[src/rtl/div_iterative.sv]
// Iterative restoring divider, one quotient bit per cycle, MSB first.
// Operands are reduced to magnitudes up front and signs are applied in FIXUP.
module div_iterative #(
  parameter int    N_WIDTH  = 8,
  parameter int    D_WIDTH  = 4,
  parameter string N_SIGNED = "FALSE",
  parameter string D_SIGNED = "FALSE"
) (
  input  logic               clk,
  input  logic               arst,
  input  logic               start,
  input  logic [N_WIDTH-1:0] n,
  input  logic [D_WIDTH-1:0] d,
  output logic               busy,
  output logic               done,
  output logic [N_WIDTH:0]   q,
  output logic [D_WIDTH:0]   r,
  output logic               div_by_zero
);

  localparam bit NS = (N_SIGNED == "TRUE");
  localparam bit DS = (D_SIGNED == "TRUE");
  localparam int CW = $clog2(N_WIDTH);
  localparam logic [CW-1:0] LAST = CW'(N_WIDTH - 1);

  typedef enum logic [1:0] {
    IDLE,
    CALC,
    FIXUP,
    DONE
  } state_t;

  state_t state;

  logic [N_WIDTH-1:0] acc;
  logic [D_WIDTH:0]   rem;
  logic [D_WIDTH-1:0] dvs;
  logic               neg_q;
  logic               neg_r;
  logic               dz;
  logic [CW-1:0]      cnt;

  logic               n_neg;
  logic               d_neg;
  logic [N_WIDTH-1:0] n_mag;
  logic [D_WIDTH-1:0] d_mag;
  logic [D_WIDTH:0]   rem_sh;
  logic [D_WIDTH+1:0] diff;
  logic               q_bit;
  logic [N_WIDTH:0]   q_mag;
  logic [N_WIDTH:0]   q_fix;
  logic [D_WIDTH:0]   r_fix;

  // Unsigned negation keeps the most negative value exact as a magnitude.
  always_comb begin
    n_neg = NS & n[N_WIDTH-1];
    d_neg = DS & d[D_WIDTH-1];
    n_mag = n_neg ? -n : n;
    d_mag = d_neg ? -d : d;
  end

  // Restoring step: borrow out of the trial subtraction decides the bit.
  always_comb begin
    rem_sh = {rem[D_WIDTH-1:0], acc[N_WIDTH-1]};
    diff   = {1'b0, rem_sh} - {2'b00, dvs};
    q_bit  = ~diff[D_WIDTH+1];
  end

  always_comb begin
    q_mag = {1'b0, acc};
    q_fix = neg_q ? -q_mag : q_mag;
    r_fix = neg_r ? -rem : rem;
  end

  always_ff @(posedge clk) begin
    if (arst) begin
      state       <= IDLE;
      busy        <= 1'b0;
      done        <= 1'b0;
      q           <= '0;
      r           <= '0;
      div_by_zero <= 1'b0;
      acc         <= '0;
      rem         <= '0;
      dvs         <= '0;
      neg_q       <= 1'b0;
      neg_r       <= 1'b0;
      dz          <= 1'b0;
      cnt         <= '0;
    end else begin
      unique case (state)
        IDLE: begin
          done <= 1'b0;
          if (start) begin
            acc   <= n_mag;
            rem   <= '0;
            dvs   <= d_mag;
            neg_q <= n_neg ^ d_neg;
            neg_r <= n_neg;
            dz    <= (d == '0);
            cnt   <= '0;
            busy  <= 1'b1;
            state <= CALC;
          end
        end
        CALC: begin
          acc <= {acc[N_WIDTH-2:0], q_bit};
          rem <= q_bit ? diff[D_WIDTH:0] : rem_sh;
          cnt <= cnt + CW'(1);
          if (cnt == LAST) begin
            state <= FIXUP;
          end
        end
        FIXUP: begin
          q           <= dz ? '1 : q_fix;
          r           <= dz ? '0 : r_fix;
          div_by_zero <= dz;
          done        <= 1'b1;
          state       <= DONE;
        end
        DONE: begin
          done  <= 1'b0;
          busy  <= 1'b0;
          state <= IDLE;
        end
        default: begin
          state <= IDLE;
        end
      endcase
    end
  end

endmodule

[config.mk]
export PLATFORM = sky130hd
export DESIGN_NAME = div_iterative
export DESIGN_NICKNAME = d
export VERILOG_FILES = /design/src/rtl/div_iterative.sv
export SDC_FILE = /design/constraint.sdc
export NUM_CORES = 1
export LEC_CHECK = 0
export ABC_AREA = 1
export BUFFER_PORTS_ARGS = -buffer_cell sky130_fd_sc_hd__buf_4
export CAP_MARGIN = 30
export CORE_MARGIN = 2
export CORE_UTILIZATION = 52
export CTS_BUF_LIST = sky130_fd_sc_hd__clkbuf_8
export DETAILED_ROUTE_END_ITERATION = 10
export GPL_ROUTABILITY_DRIVEN = 0
export PLACE_DENSITY_LB_ADDON = 0.12
export SETUP_SLACK_MARGIN = 0.1
export SLEW_MARGIN = 20
export SYNTH_ARGS = -nofsm -noshare
export SYNTH_HDL_FRONTEND = slang
export SYNTH_SLANG_ARGS = --single-unit
[constraint.sdc]
create_clock -name clk -period 1.6 [get_ports clk]
set_input_delay 0.32 -clock clk [delete_from_list [all_inputs] [get_ports clk]]
set_output_delay 0.32 -clock clk [all_outputs]
set_load 0.005 [all_outputs]
After elaboration in Yosys (flattened, before gate mapping):

Index checks and enable logic that the tools add are counted.

* flip-flop bits (word level): 40
* input bits: 15
* output and inout port bits: 17
* logic and storage cells: 45

* add/sub/neg operators: 2
* equal/unequal tests: 6
* multiplexer cells: 15
* bitwise gates (word level): 1
* reductions and logical operators: 10

Operators with widths (count)
* $pmux 8 s2: 1
* $mux 5: 3
* $pmux 5 s2: 1
* $mux 9: 1
* $mux 8: 1
* $pmux 2 s4: 1
* $reduce_and 2->1: 4
* $pmux 3 s2: 1
* $reduce_bool 2->1: 3
* $sub 5x4->6: 1
* $eq 2x2->1 const B: 2
* $logic_not 4->1: 1
* $mux 2: 2
* $ne 2x2->1 const B: 2
* $pmux 1 s2: 2
* $add 3x1->3 const B: 1
* $eq 3x3->1 const B: 1
* $mux 3: 1
* $eq 2x1->1 const B: 1
* $logic_not 2->1: 1
* $reduce_or 2->1: 1
* $mux 1: 1
* $not 1->1: 1

Logic depth before layout (Yosys ltp):

Gate-level depths: netlist of the first run.

* depth after elaboration: 3
* mapped depth: 9
* depth with buffers taken out: 9

Worst setup path after synthesis of the first run:

OpenSTA, ideal clock, no wires.

* path kind: register -> register
* start point: reg acc[7]
* end point: reg rem[4]
* library setup time: 0.070 ns
* data arrival time: 1.389 ns
* data required time: 1.530 ns
* slack: 0.141 ns
* cell stages (with the launch flop): 10
* buffers on the path: 0
* cells stage by stage: dfxtp_1 -> inv_1 -> ha_1 -> inv_1 -> fa_1 -> nand3_1 -> nand2_1 -> nand2_1 -> nand4_1 -> a21oi_1

* cells in the longest elaborated chain, start to end: 3

Ends and longest elaborated chain
* start, declared: line 35 `logic [N_WIDTH-1:0] acc;`
* start signal, assigned: line 95 `acc <= n_mag;`
* start signal, assigned: line 107 `acc <= {acc[N_WIDTH-2:0], q_bit};`
* $sub 5x4->6: line 65 `diff = {1'b0, rem_sh} - {2'b00, dvs};`
* $mux 5: line 108 `rem <= q_bit ? diff[D_WIDTH:0] : rem_sh;`
* $pmux 5 s2: line 91 `unique case (state)`
* end signal, assigned: line 108
* end, declared: line 36 `logic [D_WIDTH:0] rem;`

Every way passes these cells.
A chain may end at the register's enable or synchronous reset.

Worst setup path in the final report of the first run:

Ends and elaborated chain as after synthesis.

==> results of run 1 <==
-- worst min-delay path by stage --
stage	endpoint	slack (ns)	cells after the start
3_3_place_gp	r[2]$_SDFFE_PP0P_	0.45	2
5_1_grt	dvs[0]$_SDFFE_PP0P_	0.28	3
4_1_cts	dz$_SDFFE_PP0P_	0.28	4
2_1_floorplan	r[4]$_SDFFE_PP0P_	0.44	2
6_report	dz$_SDFFE_PP0P_	0.28	4
3_5_place_dp	r[2]$_SDFFE_PP0P_	0.45	2
-- repair_timing --
| item | 4_1_cts | 5_1_grt |
|---|---|---|
| gates resized for setup | 2 | 17 |
| endpoints found under the hold margin | 0 | 0 |
| endpoints found under the setup margin | 13 | 29 |
| buffers inserted | 0 | 2 |
| cloned | 0 | 0 |
-- cell families after synthesis --
logic type / count (synthesis) / synth area share
AO/OA/AOI/OAI: 48 / 0.1836
XOR/XNOR: 1 / 0.004640
adder cells (fa/ha/maj): 12 / 0.08350
buffers and inverters: 38 / 0.08615
flip-flops: 39 / 0.4135
multiplexers: 1 / 0.005302
AND/OR/NAND/NOR: 91 / 0.2233
-- area by class of cell --
class / instances / area [um^2] / area share
clock buffers: 6 / 82.58 / 0.03479
clock inverters: 2 / 35.03 / 0.01476
inverters: 28 / 107.6 / 0.04533
multi-input cells: 153 / 998.5 / 0.4207
flip-flops and latches: 39 / 784.5 / 0.3305
well taps: 46 / 57.56 / 0.02425
repair buffers: 40 / 307.8 / 0.1297
-- cell usage after synthesis --
library cell	instances
ha_1	11
nand3_1	8
xnor2_1	1
nand2_4	2
nor2_4	1
a21oi_2	3
buf_6	1
nor2_1	24
a31oi_1	1
nor3_1	4
a21oi_1	13
nand4_1	4
fa_1	1
o21ai_0	7
inv_1	24
inv_2	4
clkbuf_1	3
buf_4	2
dfxtp_1	39
buf_2	4
nand3_4	2
a211oi_2	7
nor2_2	2
nand2_1	44
a211oi_1	15
o21ai_1	1
o21ai_2	1
mux2i_1	1
-- per-stage QoR --
| step | area [um^2] | total power, mW | setup slack, ns |
|---|---|---|---|
| 6_report | 2374 | 4.538 | 0.1173 |
| 3_5_place_dp | 2173 | 3.506 | 0.04892 |
| 3_3_place_gp | 2173 | 3.469 | 0.07573 |
| 5_1_grt | 2374 | 4.937 | 0.02251 |
| 2_1_floorplan | 1888 | 2.973 | 0.1413 |
| 4_1_cts | 2296 | 4.378 | 0.08243 |
-- worst max-delay path: cells and delay by family, from the launching register on --
family                     cells  cell delay [ns]
adders and majority gates      2             0.54
and+or+nand+nor                4             0.32
DFF                            1             0.31
AOI/OAI and AO/OA              1             0.13
buffers and inverters          2             0.11
-- power by group through the flow --
stage	Sequential [mW]	Clock, mW	Combinational (mW)
detailed placement	1.42	0	2.09
global route	1.44	0.915	2.58
floorplan	1.41	0	1.56
CTS	1.39	0.870	2.11
finish	1.41	0.860	2.27
global placement	1.41	0	2.06
-- state kept, by name, indices dropped and copies added, names as in the netlist --
signal and count:
acc 8, busy 1, state 2, cnt 3, rem 5, dz 1, dvs 4, done 1
r 5, q 9
-- metal layers --
layer  routed length, um  GRT usage  up-vias
met4                  62    0.07979        0
met1                1848     0.2604      712
met2                1655     0.3320       29
met5                   0          0        -
met3                 169    0.05986        7
li1                    -          -      832
==> results.ini, run 1 <==
[status]
status=finished clean

[timing]
worst_pin_slew_ns=0.4635
hold_violations=0
min_period_ns=1.483
post-route-period-util=0.9267
maxSlewViolCount=0
fmax_mhz=674.5
max-slew-margin-rel=0.6910
whs_ns=0.2781
fin_skew_ns=0.009698
tns_ns=0
setup_violations=0
rsz0062_at_grt=true

[worst_setup_path]
arrival_ns=1.71
rrSetupSlack_ns=0.12
slowest_stage=fa_2
rr_endpoint=rem[4]$_SDFFE_PP0P_
endpoint=rem[4]$_SDFFE_PP0P_
crit_path_cell_trace=inv_2 -> ha_2 -> inv_2 -> fa_2 -> nand3_2 -> nand2_1 -> nand2_1 -> nand4_1 -> a21oi_1
reg2reg_depth=9
crit_fanout=3
max_stage_delay_ns=0.37
path_class=reg2reg
cp-start-kind=register
rr_startpoint=acc[7]$_SDFFE_PP0P_
cp-end-kind=register
critPathRequiredTime_ns=1.82
cp-startpoint=acc[7]$_SDFFE_PP0P_

[clock_tree]
cts_made_buffers=5
cts-root-buf=clkbuf_8
path_clk_slew_ns=0.08
cts.hold.buffers_added=0
cts_buffer_depth=2
cts_tree=built
clkLatencyLatePin_ns=0.30
cts.htree.levels=2
clock-sinks=39

[finish]
layout_common_cells=nand2_1, buf_4, dfxtp_1
layout.nets=294
insertedDiodeCount=0
layout_commonest_cell=nand2_1
fill_cells=303
fin_util=0.6949
layout.cells.non_filler=314
areaGrowthSynthToFinish_pct=25.71
drive_gt1_frac=0.3134

[worst_hold_path]
min-delay-start=d[1]
hold_path_class=in2reg

[pwr]
swShare=0.3966
pwr-share-seq=0.310
internal_power_mw=2.738
p_sw_mw=1.800
p_leak_nw=1.008
power_frac_comb=0.500
ir_drop_uv=1047
clkPwrFrac=0.189
power.density_nw_per_um2=1912

[global_routing]
first_global_vias=1455
grt_use_total=0.2064
grt_pass1_wl_mm=6.555
grt_overflow=0
grt_max_degree=40
antenna_found_initial=0

[routing]
drt.antenna.violating_nets=0
post_drt_via_cell_ratio=5.032
drtPass1Iterations=4
routedWlPerCell_um=11.90
route.detailed.drc=0
routed_wl_mm=3.736
vias=1580
first_iter_violations=73

[die]
dieArea_um2=4129
die_width_um=64.26
start_util=0.5527
coreArea_um2=3416
die_h_um=64.26
row_count=21
num_io_pins=32

[synthesis]
synth_top_cell_by_area=dfxtp_1
syn-instance-count=230
yosysUniqueCellTypes=28
syn_nets=257
syn-mean-instance-area_um2=8.209
ys_ff_latch=39
yosysSeqAreaShare=0.4135
ys_warn_count=0
synth_top_area_share=0.4135
synthTopCellsByArea=dfxtp_1, nand2_1, ha_1
syn_area_um2=1888

[placed_design]
place_inst=304
dpl.hpwl_mm=2.586
port-buffer-count=31

[job]
max_cap_viol_count=0

No activity file was read; power rests on OpenSTA's default activity.
==> inputs of run 2 (changes only) <==
REMOVE_ABC_BUFFERS = 1   (was not set)
==> results.ini, run 2 (same netlist as run 1, synthesis figures left out) <==
[timing]
setup_violations=0  ; unchanged
tns_ns=0  ; unchanged
hold_violations=0  ; unchanged
maxSlewViolCount=0  ; unchanged
worst_pin_slew_ns=0.4571  ; -0.006326 ns
min_period_ns=1.512  ; +0.02968 ns
post-route-period-util=0.9452  ; +0.01855
fmax_mhz=661.2  ; -2.0%
fin_skew_ns=0.006395  ; -0.003303 ns
rsz0062_at_grt=true
max-slew-margin-rel=0.6952  ; +0.004218

[pwr]
internal_power_mw=2.497  ; -8.8%
ir_drop_uv=1091  ; +4.2%
p_sw_mw=1.812  ; +0.67%
power.density_nw_per_um2=1846  ; -3.5%
power_frac_comb=0.523  ; +0.023
pwr-share-seq=0.327  ; +0.017
clkPwrFrac=0.150  ; -0.039
p_leak_nw=0.9841  ; -2.4%
swShare=0.4204  ; +0.02387

[clock_tree]
cts_made_buffers=5  ; unchanged
cts-root-buf=clkbuf_8
cts_buffer_depth=2  ; unchanged
clkLatencyLatePin_ns=0.30  ; about the same
cts_tree=built
path_clk_slew_ns=0.08  ; about the same
clock-sinks=39  ; unchanged
cts.htree.levels=2  ; unchanged

[placed_design]
dpl_cell_area_um2=2173  ; unchanged
dpl.hpwl_mm=2.593  ; +0.28%
port-buffer-count=31  ; unchanged

[worst_setup_path]
max_stage_delay_ns=0.40  ; +0.03 ns
reg2reg_depth=9  ; unchanged
rr_endpoint=rem[4]$_SDFFE_PP0P_
slowest_stage=fa_2
timing.critical_path.mode_cell=nand2_1
cp-end-kind=register
critPathRequiredTime_ns=1.83  ; about the same
crit_path_cell_trace=inv_2 -> ha_4 -> inv_4 -> fa_2 -> nand3_2 -> nand2_1 -> nand2_1 -> nand4_1 -> a21oi_1
arrival_ns=1.74  ; +0.03 ns
path_class=reg2reg
rr_startpoint=acc[7]$_SDFFE_PP0P_
cp-start-kind=register
rrSetupSlack_ns=0.09  ; -0.03 ns
crit_fanout=3  ; unchanged

[worst_hold_path]
hold_path_class=in2reg
hold_end=dz$_SDFFE_PP0P_
min-delay-start=d[2]
min_path_cells=4  ; unchanged

[global_routing]
grt_pass1_wl_mm=6.341  ; -3.3%
grtUsageMet1=0.2442  ; -0.01622
grt_use_total=0.1994  ; -0.006979
grt_overflow=0  ; unchanged
grtUsageMet3=0.05458  ; -0.005282
grt_use_met2=0.3307  ; -0.001302
antenna_found_initial=0  ; unchanged
grt_max_degree=40  ; unchanged
grt.busiest_layer=met2
first_global_vias=1449  ; -0.41%

[finish]
areaGrowthSynthToFinish_pct=23.66
top_register=q
insertedDiodeCount=0  ; unchanged
drive_gt1_frac=0.2996  ; -0.01381
layout.nets=293  ; -0.34%
reg_top3=q: 9 flops, acc: 8 flops
fin_area_um2=2335  ; -1.6%
layout_commonest_cell=nand2_1
largest_reg_flops=9  ; unchanged
layout_common_cells=nand2_1, buf_4, dfxtp_1

[die]
die_width_um=64.26  ; unchanged
start_util=0.5527  ; unchanged
dieArea_um2=4129  ; unchanged
die_h_um=64.26  ; unchanged
num_io_pins=32  ; unchanged
coreArea_um2=3416  ; unchanged
row_count=21  ; unchanged

[routing]
vias=1598  ; +1.1%
drt.antenna.violating_nets=0  ; unchanged
first_iter_violations=104  ; +42%
route.detailed.drc=0  ; unchanged
drtPass1Iterations=6  ; +2
post_drt_via_cell_ratio=5.105  ; +1.5%
routedWlPerCell_um=12.02  ; +0.99%
routed_wl_mm=3.761  ; +0.67%

[status]
status=finished clean

[job]
max_cap_viol_count=0  ; unchanged

-- run 2: final cells by class --
cell class,count,area (um^2)
Timing Repair Buffer,39,296.5
Sequential cell,39,785.8
Clock buffer,5,68.82
Clock inverter,3,16.27
Multi-Input combinational cell,153,997.2
Tap cell,46,57.56
Inverter,28,112.6
Fill cell,307,1081
-- run 2: per-stage QoR --
stage	power, mW	utilization	cells	setup WS (ns)	hold WS (ns)
after floorplan	2.875	-	220	0.1398	0.3824
after global placement	3.476	0.6363	304	0.09365	0.4525
after detailed placement	3.510	0.6363	304	0.05832	0.4536
after CTS	4.177	0.6626	312	0.08314	0.2836
after global routing	4.674	0.6835	313	-0.01103	0.2923
final	4.309	0.6835	313	0.08764	0.2884
-- run 2: power by group through the flow --
stage                     sequential [mW]  clock, mW  combinational (mW)
final                                1.41      0.646                2.25
after global routing                 1.44      0.708                2.52
after CTS                            1.40      0.664                2.12
after detailed placement             1.42          0                2.09
after global placement               1.41          0                2.07
after floorplan                      1.41          0                1.47
-- run 2: timing repair --
item	in CTS	in global routing
pin swaps	0	7
endpoints found under the setup margin	15	25
gates resized for setup	2	17
buffers inserted	0	1
hold buffers	0	0
-- run 2: critical path: cells and delay by family, from the launching register on --
kind / cells / cell delay (ns)
AO/OA/AOI/OAI: 1 / 0.15
adder cells (fa/ha/maj): 2 / 0.54
buffers and inverters: 2 / 0.11
flip-flops: 1 / 0.32
AND/OR/NAND/NOR: 4 / 0.32
-- run 2: how the worst max path moves through the flow --
stage	from	to	slack, ns	cells after the start
after floorplan	state[0]$_SDFFE_PP0P_	r[0]$_SDFFE_PP0P_	0.14	6
after global placement	acc[7]$_SDFFE_PP0P_	rem[4]$_SDFFE_PP0P_	0.09	9
after detailed placement	acc[7]$_SDFFE_PP0P_	rem[4]$_SDFFE_PP0P_	0.06	9
after CTS	acc[7]$_SDFFE_PP0P_	rem[4]$_SDFFE_PP0P_	0.08	9
after global routing	acc[7]$_SDFFE_PP0P_	rem[4]$_SDFFE_PP0P_	-0.01	9
final	acc[7]$_SDFFE_PP0P_	rem[4]$_SDFFE_PP0P_	0.09	9
-- run 2: routing by layer --
metal / part of all wire / wire length, um
met5: 0 / 0
met4: 0.023 / 85
met3: 0.035 / 131
met2: 0.45 / 1708
met1: 0.49 / 1835
